[config.mk]
export PLATFORM = sky130hd
export DESIGN_NAME = id_ex_reg
export DESIGN_NICKNAME = d
export VERILOG_FILES = /design/src/rtl/id_ex_reg.sv
export SDC_FILE = /design/constraint.sdc
export NUM_CORES = 1
export LEC_CHECK = 0
export BUFFER_PORTS_ARGS = -buffer_cell sky130_fd_sc_hd__buf_2
export CORE_AREA = 2 2 132 134
export CTS_CLUSTER_SIZE = 30
export DETAILED_ROUTE_END_ITERATION = 8
export DIE_AREA = 0 0 134 136
export PLACE_DENSITY = 0.75
export RECOVER_POWER = 50
export SLEW_MARGIN = 40
export SYNTH_ARGS = -nofsm -noshare
export SYNTH_HDL_FRONTEND = slang
export SYNTH_SLANG_ARGS = --single-unit
[constraint.sdc]
create_clock -name clk -period 5.1 [get_ports clk]
set_clock_uncertainty 0.1 [all_clocks]
set_input_delay 0.51 -clock clk [delete_from_list [all_inputs] [get_ports clk]]
set_output_delay 0.51 -clock clk [all_outputs]
set_load 0.01 [all_outputs]
[src/rtl/id_ex_reg.sv]
// -----------------------------------------------------------------------------
// id_ex_reg
//
// Decode-to-execute pipeline register. It captures the instruction context and
// the two general-register-file read operands produced in decode, and presents
// them to execute one cycle later. Every output comes straight from a flop, so
// there is no combinational path from any input to any output.
//
// Operand correctness:
//   * The register file's read port does not yet reflect a write happening in
//     the same cycle. On a load, a writeback that targets a source register is
//     forwarded into the captured operand instead of the stale read data.
//   * While the register is held by Stall, any writeback belongs to an older
//     instruction. The held operands are refreshed from it, so the held
//     instruction still sees up-to-date values when it is finally released.
//   * Register $0 always reads as zero and is never bypassed or refreshed.
//
// Slot semantics (one rule for the whole block):
//   E_Valid marks a real instruction in the execute slot. A bubble (reset or
//   flush) has E_Valid = 0 and E_WriteEnable = 0, and E_WriteEnable is only
//   ever 1 for a valid slot with a nonzero destination. Downstream stages can
//   therefore use E_WriteEnable directly without qualifying it.
//
// Update priority on each rising edge: Reset > Flush > Stall > Load.
//
// Ports:
//   clk             rising-edge clock
//   Reset           asynchronous, active-high reset
//   Stall           hold the slot this cycle (operands still refresh)
//   Flush           load a bubble; wins over Stall
//   D_Valid         decode slot holds a real instruction
//   D_PC            decode instruction address
//   D_Instr         decode instruction word
//   D_RsAddr        first source register address
//   D_RtAddr        second source register address
//   D_RsData        register-file read data for D_RsAddr
//   D_RtData        register-file read data for D_RtAddr
//   D_WriteAddr     destination register
//   D_WriteEnable   instruction writes a register
//   W_WriteEnable   register-file write enable (writeback stage)
//   W_WriteAddress  register-file write address (writeback stage)
//   W_WriteData     register-file write data (writeback stage)
//   E_Valid         registered slot-valid flag
//   E_PC            registered PC (kept on flush for exception attribution)
//   E_Instr         registered instruction word
//   E_RsAddr        registered first source address
//   E_RtAddr        registered second source address
//   E_RsData        registered, bypassed / refreshed first operand
//   E_RtData        registered, bypassed / refreshed second operand
//   E_WriteAddr     registered destination register
//   E_WriteEnable   normalized write enable
//   E_HoldCount     consecutive cycles held by Stall, saturating at all-ones
// -----------------------------------------------------------------------------
module id_ex_reg #(
    parameter logic [31:0] PC_RESET   = 32'h00003000,
    parameter int          HOLD_CNT_W = 8
) (
    input  logic                  clk,
    input  logic                  Reset,
    input  logic                  Stall,
    input  logic                  Flush,
    input  logic                  D_Valid,
    input  logic [31:0]           D_PC,
    input  logic [31:0]           D_Instr,
    input  logic [4:0]            D_RsAddr,
    input  logic [4:0]            D_RtAddr,
    input  logic [31:0]           D_RsData,
    input  logic [31:0]           D_RtData,
    input  logic [4:0]            D_WriteAddr,
    input  logic                  D_WriteEnable,
    input  logic                  W_WriteEnable,
    input  logic [4:0]            W_WriteAddress,
    input  logic [31:0]           W_WriteData,
    output logic                  E_Valid,
    output logic [31:0]           E_PC,
    output logic [31:0]           E_Instr,
    output logic [4:0]            E_RsAddr,
    output logic [4:0]            E_RtAddr,
    output logic [31:0]           E_RsData,
    output logic [31:0]           E_RtData,
    output logic [4:0]            E_WriteAddr,
    output logic                  E_WriteEnable,
    output logic [HOLD_CNT_W-1:0] E_HoldCount
);

    // ------------------------------------------------------------------
    // Writeback hit detection. A write to $0 never counts as a hit.
    // ------------------------------------------------------------------
    logic wbLive;
    logic loadRsHit;
    logic loadRtHit;
    logic heldRsHit;
    logic heldRtHit;

    assign wbLive    = W_WriteEnable && (W_WriteAddress != 5'd0);
    assign loadRsHit = wbLive && (W_WriteAddress == D_RsAddr);
    assign loadRtHit = wbLive && (W_WriteAddress == D_RtAddr);
    assign heldRsHit = wbLive && (W_WriteAddress == E_RsAddr);
    assign heldRtHit = wbLive && (W_WriteAddress == E_RtAddr);

    // ------------------------------------------------------------------
    // Operand values captured on a normal load.
    // $0 is forced to zero regardless of what the read port returns.
    // ------------------------------------------------------------------
    logic [31:0] loadRsData;
    logic [31:0] loadRtData;

    always_comb begin
        loadRsData = D_RsData;
        if (D_RsAddr == 5'd0) begin
            loadRsData = 32'd0;
        end else if (loadRsHit) begin
            loadRsData = W_WriteData;
        end
    end

    always_comb begin
        loadRtData = D_RtData;
        if (D_RtAddr == 5'd0) begin
            loadRtData = 32'd0;
        end else if (loadRtHit) begin
            loadRtData = W_WriteData;
        end
    end

    // ------------------------------------------------------------------
    // Operand values while held. Address $0 can never hit, so a held
    // zero operand stays zero.
    // ------------------------------------------------------------------
    logic [31:0] heldRsData;
    logic [31:0] heldRtData;

    assign heldRsData = heldRsHit ? W_WriteData : E_RsData;
    assign heldRtData = heldRtHit ? W_WriteData : E_RtData;

    // Write enable is normalized so bubbles and $0 destinations never write.
    logic loadWriteEnable;

    assign loadWriteEnable = D_WriteEnable && D_Valid && (D_WriteAddr != 5'd0);

    // Saturating hold counter: stops at all-ones rather than wrapping.
    logic [HOLD_CNT_W-1:0] holdCountNext;

    assign holdCountNext = (E_HoldCount == {HOLD_CNT_W{1'b1}})
                         ? E_HoldCount
                         : E_HoldCount + HOLD_CNT_W'(1);

    // ------------------------------------------------------------------
    // The pipeline register itself.
    // ------------------------------------------------------------------
    always_ff @(posedge clk or posedge Reset) begin
        if (Reset) begin
            E_Valid       <= 1'b0;
            E_PC          <= PC_RESET;
            E_Instr       <= 32'd0;
            E_RsAddr      <= 5'd0;
            E_RtAddr      <= 5'd0;
            E_RsData      <= 32'd0;
            E_RtData      <= 32'd0;
            E_WriteAddr   <= 5'd0;
            E_WriteEnable <= 1'b0;
            E_HoldCount   <= '0;
        end else if (Flush) begin
            // Bubble. The PC is still captured so a later exception can be
            // attributed to the squashed slot's address.
            E_Valid       <= 1'b0;
            E_PC          <= D_PC;
            E_Instr       <= 32'd0;
            E_RsAddr      <= 5'd0;
            E_RtAddr      <= 5'd0;
            E_RsData      <= 32'd0;
            E_RtData      <= 32'd0;
            E_WriteAddr   <= 5'd0;
            E_WriteEnable <= 1'b0;
            E_HoldCount   <= '0;
        end else if (Stall) begin
            // Context is frozen; only the operands track later writebacks.
            E_RsData      <= heldRsData;
            E_RtData      <= heldRtData;
            E_HoldCount   <= holdCountNext;
        end else begin
            E_Valid       <= D_Valid;
            E_PC          <= D_PC;
            E_Instr       <= D_Instr;
            E_RsAddr      <= D_RsAddr;
            E_RtAddr      <= D_RtAddr;
            E_RsData      <= loadRsData;
            E_RtData      <= loadRtData;
            E_WriteAddr   <= D_WriteAddr;
            E_WriteEnable <= loadWriteEnable;
            E_HoldCount   <= '0;
        end
    end

endmodule

# Yosys cells after proc, flatten, opt, wreduce, memory -nomap -nowiden
# Cells that the tools add are included.
# word_totals
regBits	153
input_bits	187
output_inout_bits	153
# op_classes
n_reduce_logical	11
n_eq_ne	9
addsub	1
n_mux	27
# ops
op	n
2-to-1 mux 32 bit	14
2-to-1 mux 5 bit	6
2-to-1 mux 8 bit	3
equality test 5 bit	4
zero test 5 bit	2
nonzero test 5 bit	2
adder 8 x 1 -> 8 bit, second input constant	1
equality test 8 bit, second input constant	1
logical AND 1 bit	7
!= test 3 x 1 -> 1 bit, second input constant	2
2-to-1 mux 1 bit	4
!= test 3 bit, second input constant	1
!= test 2 x 1 -> 1 bit, second input constant	1

# Depth between registers and ports, before layout
# depth
word_depth	7
depth_mapped	7
ltp_nobuf	6

# Least setup slack after synthesis
# Ideal clock, no wire load.
# synth_timing
kind	input-to-reg
startpoint	input port W_WriteAddress[2]
endpoint	register E_RsData[28]
n_path_buf	2
path_stages	7
arrival_time_ns	1.956
setup_slack_ns	2.905
cell_sequence	buf_2 or4_4 o21ai_4 nor4_4 buf_6 mux2i_1 o22ai_1
# synth_via
elab_chain_len	7
# synth_rtl
item	line_no	rtl
start, declared	72	input logic [4:0] W_WriteAddress,
nonzero test 5 bit	95	assign wbLive = W_WriteEnable && (W_WriteAddress != 5'd0);
logical AND 1 bit	95	
logical AND 1 bit	96	assign loadRsHit = wbLive && (W_WriteAddress == D_RsAddr);
2-to-1 mux 32 bit	112	end else if (loadRsHit) begin
2-to-1 mux 32 bit	110	if (D_RsAddr == 5'd0) begin
2-to-1 mux 32 bit	176	end else if (Stall) begin
2-to-1 mux 32 bit	163	end else if (Flush) begin
end signal, assigned	178	E_RsData <= heldRsData;
end signal, assigned	187	E_RsData <= loadRsData;
end, declared	79	output logic [31:0] E_RsData,
# Several ways; a longest one is shown, not always the timed one.
# A chain may end at the register's enable or synchronous reset.

==> flow_metrics.tcl <==
set metrics [dict create \
    status "complete, but fails checks" \
    violations "max-capacitance violations, max-slew violations" \
    finalHoldViolations 0 \
    first_pass_iters 4 \
    rsz0062_at_grt "false" \
    cts_setup_buffers 0 \
    synth_seq_cells 153 \
    drv_cap 2 \
    netlist_area_mm2 0.00736 \
    grt_usage 0.226 \
    viasPerCell 5.20 \
    clock-sinks 153 \
    antenna_found_initial 4 \
    cp-end-kind "async pin" \
    drt_wl_total_mm 20.7 \
    dieHeight_um 136 \
    hpwl_mm 14.7 \
    rows 48 \
    power_density_mw_per_mm2 312 \
    synth.most_common_cell "mux2i_1" \
    holdWs_ps 110 \
    p_leak_uw 0.00464 \
    setup_viol 0 \
    core_region_area_mm2 0.0169 \
    ctsLongestPathBuffers 2 \
    p_int_uw 2200 \
    cp_num_buf_inv 3 \
    vias 6003 \
    crit_top_cell "clkbuf_1" \
    required_ps 5160 \
    min_period_ps 2510 \
    crit_type "primary input to async pin" \
    synth_top_area_share 0.513 \
    h-tree-depth 4 \
    grt_first_pass_wirelength_mm 32.2 \
    synth_cell_type_count 34 \
    worst_pin_slew_ps 1910 \
    postCtsHoldBufs 0 \
    ys.flop_type "dfrtp_1" \
    utilization 0.577 \
    pwr-share-seq 0.438 \
    max_stage_delay_ps 1430 \
    post-route-period-util 0.491 \
    arrival_ps 2560 \
    cts-resized-gates 0 \
    port_buffers 339 \
    setup_tns_ps 0 \
    worstPathMaxFanout 87 \
    cp-start-kind "primary input" \
    fmax_ghz 0.399 \
    slowest_stage "clkbuf_1" \
    grt_max_degree 88 \
    chipWidth_um 134 \
    p_sw_frac 0.277 \
    drc 0 \
    fin_nets 1101 \
    synth_edf_count 0 \
    initial_core_util 0.436 \
    drt_iter0_drc 207 \
    worst_slack_ps 2590 \
    synthArstFlopShare 1.00 \
    cts_tree "yes" \
    syn-num-nets 777 \
    grt_overflow 0 \
    synthTopCellsByArea "dfrtp_1 51%, mux2i_1 24%, o22ai_1 5.4%" \
    postSynthCellCount 589 \
    ios 340 \
    p_comb_frac 0.148 \
    p_sw_uw 843 \
    wl_per_cell_um 17.9 \
    crit_family "buffers and inverters" \
    yosysWarnings 0 \
    drive_gt1_frac 0.429 \
    die-area_mm2 0.0182 \
    min_path_type "primary input to async pin" \
    cts_buffers 17 \
    yosysSeqAreaShare 0.521 \
    slew_headroom -0.273 \
    syn_avg_cell_area_um2 12.5 \
    root_buffer "clkbuf_16" \
    ant_nets 0 \
    synthTopCellsByCount "176 x mux2i_1, 151 x dfrtp_1, 64 x o22ai_1" \
    clk_pin_slew_worst_paths_ps 70 \
    place_ws_ps 2550 \
    grt_pass1_vias 6138 \
    power_uw 3040 \
    place_congestion 0.819 \
    drv_slew 70 \
    clk_latency_ps 420 \
    yosys.area.top_type "dfrtp_1" \
    path_cells "clkbuf_1 > inv_8 > clkbuf_1" \
    clkPwrFrac 0.414 \
    area_growth_pct 32.4 \
    ir_worst_vdd_mv 0.207 \
]
## power by group through the flow
stage,combinational (µW),sequential [µW],clock (µW)
floorplan,210,1390,0
global placement,449,1350,0
detailed placement,459,1350,0
CTS,460,1330,1290
global route,492,1340,1340
finish,450,1330,1260
## kinds of logic after synthesis
kind of cell | count (synthesis) | share of synthesized area
AO/OA/AOI/OAI | 76 | 0.0660
adder cells (fa/ha/maj) | 1 | 0.00170
multiplexers | 208 | 0.288
buffers and inverters | 48 | 0.0386
flip-flops | 153 | 0.521
XOR/XNOR | 23 | 0.0274
AND/OR/NAND/NOR | 80 | 0.0575
## metrics by stage
stage | area, µm² | instances
finish | 9750 | 1155
global placement | 9170 | 1118
global route | 9750 | 1155
CTS | 9780 | 1151
floorplan | 7360 | 589
detailed placement | 9190 | 1119
## cell usage in the layout, fill, tap and decap left out, types with 2 or more instances in the layout
cell type	netlist	routed
buf_2	4	310
mux2i_1	176	176
dfrtp_1	151	151
o22ai_1	64	64
nor2_1	54	54
mux2_2	32	32
clkbuf_1	22	31
clkbuf_16	0	17
xnor2_1	13	13
xor2_1	10	10
buf_4	0	10
nand3_1	7	7
inv_6	0	6
diode_2	0	4
nor4_4	4	4
inv_8	0	4
or4_1	3	3
a21oi_1	3	3
clkinv_4	0	3
dfstp_2	2	2
o21ai_2	0	2
and3_1	2	2
nor2b_1	2	2
nand2_1	2	2
a211oi_1	2	2
a31oi_1	2	2
## registers in the layout, indices dropped and copies added, names as in the netlist
| name | count |
|---|---|
| E_HoldCount | 8 |
| E_Instr | 32 |
| E_PC | 32 |
| E_RsAddr | 5 |
| E_RsData | 32 |
| E_RtAddr | 5 |
| E_RtData | 32 |
| E_Valid | 1 |
| E_WriteAddr | 5 |
| E_WriteEnable | 1 |
## worst reg2reg max path, cell delays in order, from the launching register on
cell and delay [ps]:
dfrtp_1 430, xnor2_1 180, nand3_1 150, nor4_4 150, buf_4 540, mux2i_1 320
o22ai_1 110
## cell type report
cell class	count	area [µm²]
flip-flops and latches	153	3830
inverters	1	11.3
clock inverters	14	150
well taps	225	282
fillers	1472	7130
multi-input cells	388	3260
repair buffers	352	1760
diodes	4	10.0
clock buffers	18	439
## routing by layer
layer / GRT usage / vias up / wire (µm)
met5: 0 / - / 0
met1: 0.272 / 2890 / 8340
met3: 0.0634 / 46 / 1560
met2: 0.377 / 260 / 10200
met4: 0.108 / 0 / 617
li1: - / 2807 / -
## final timing paths
check	start	to	slack (ps)	depth (start not counted)
setup / recovery	Reset	E_Instr[13]$_DFFE_PP0P_	2590	3
hold / removal	Reset	E_PC[22]$_DFFE_PP0P_	110	2
setup reg to reg	E_RtAddr[3]$_DFFE_PP0P_	E_RtData[14]$_DFFE_PP0P_	3000	6
hold reg to reg	E_PC[19]$_DFFE_PP0P_	E_PC[19]$_DFFE_PP0P_	400	1
max in group clk	W_WriteAddress[1]	E_RsData[7]$_DFFE_PP0P_	2940	7
min in group clk	D_PC[19]	E_PC[19]$_DFFE_PP0P_	220	2
Power figures use the tool's default switching activity.
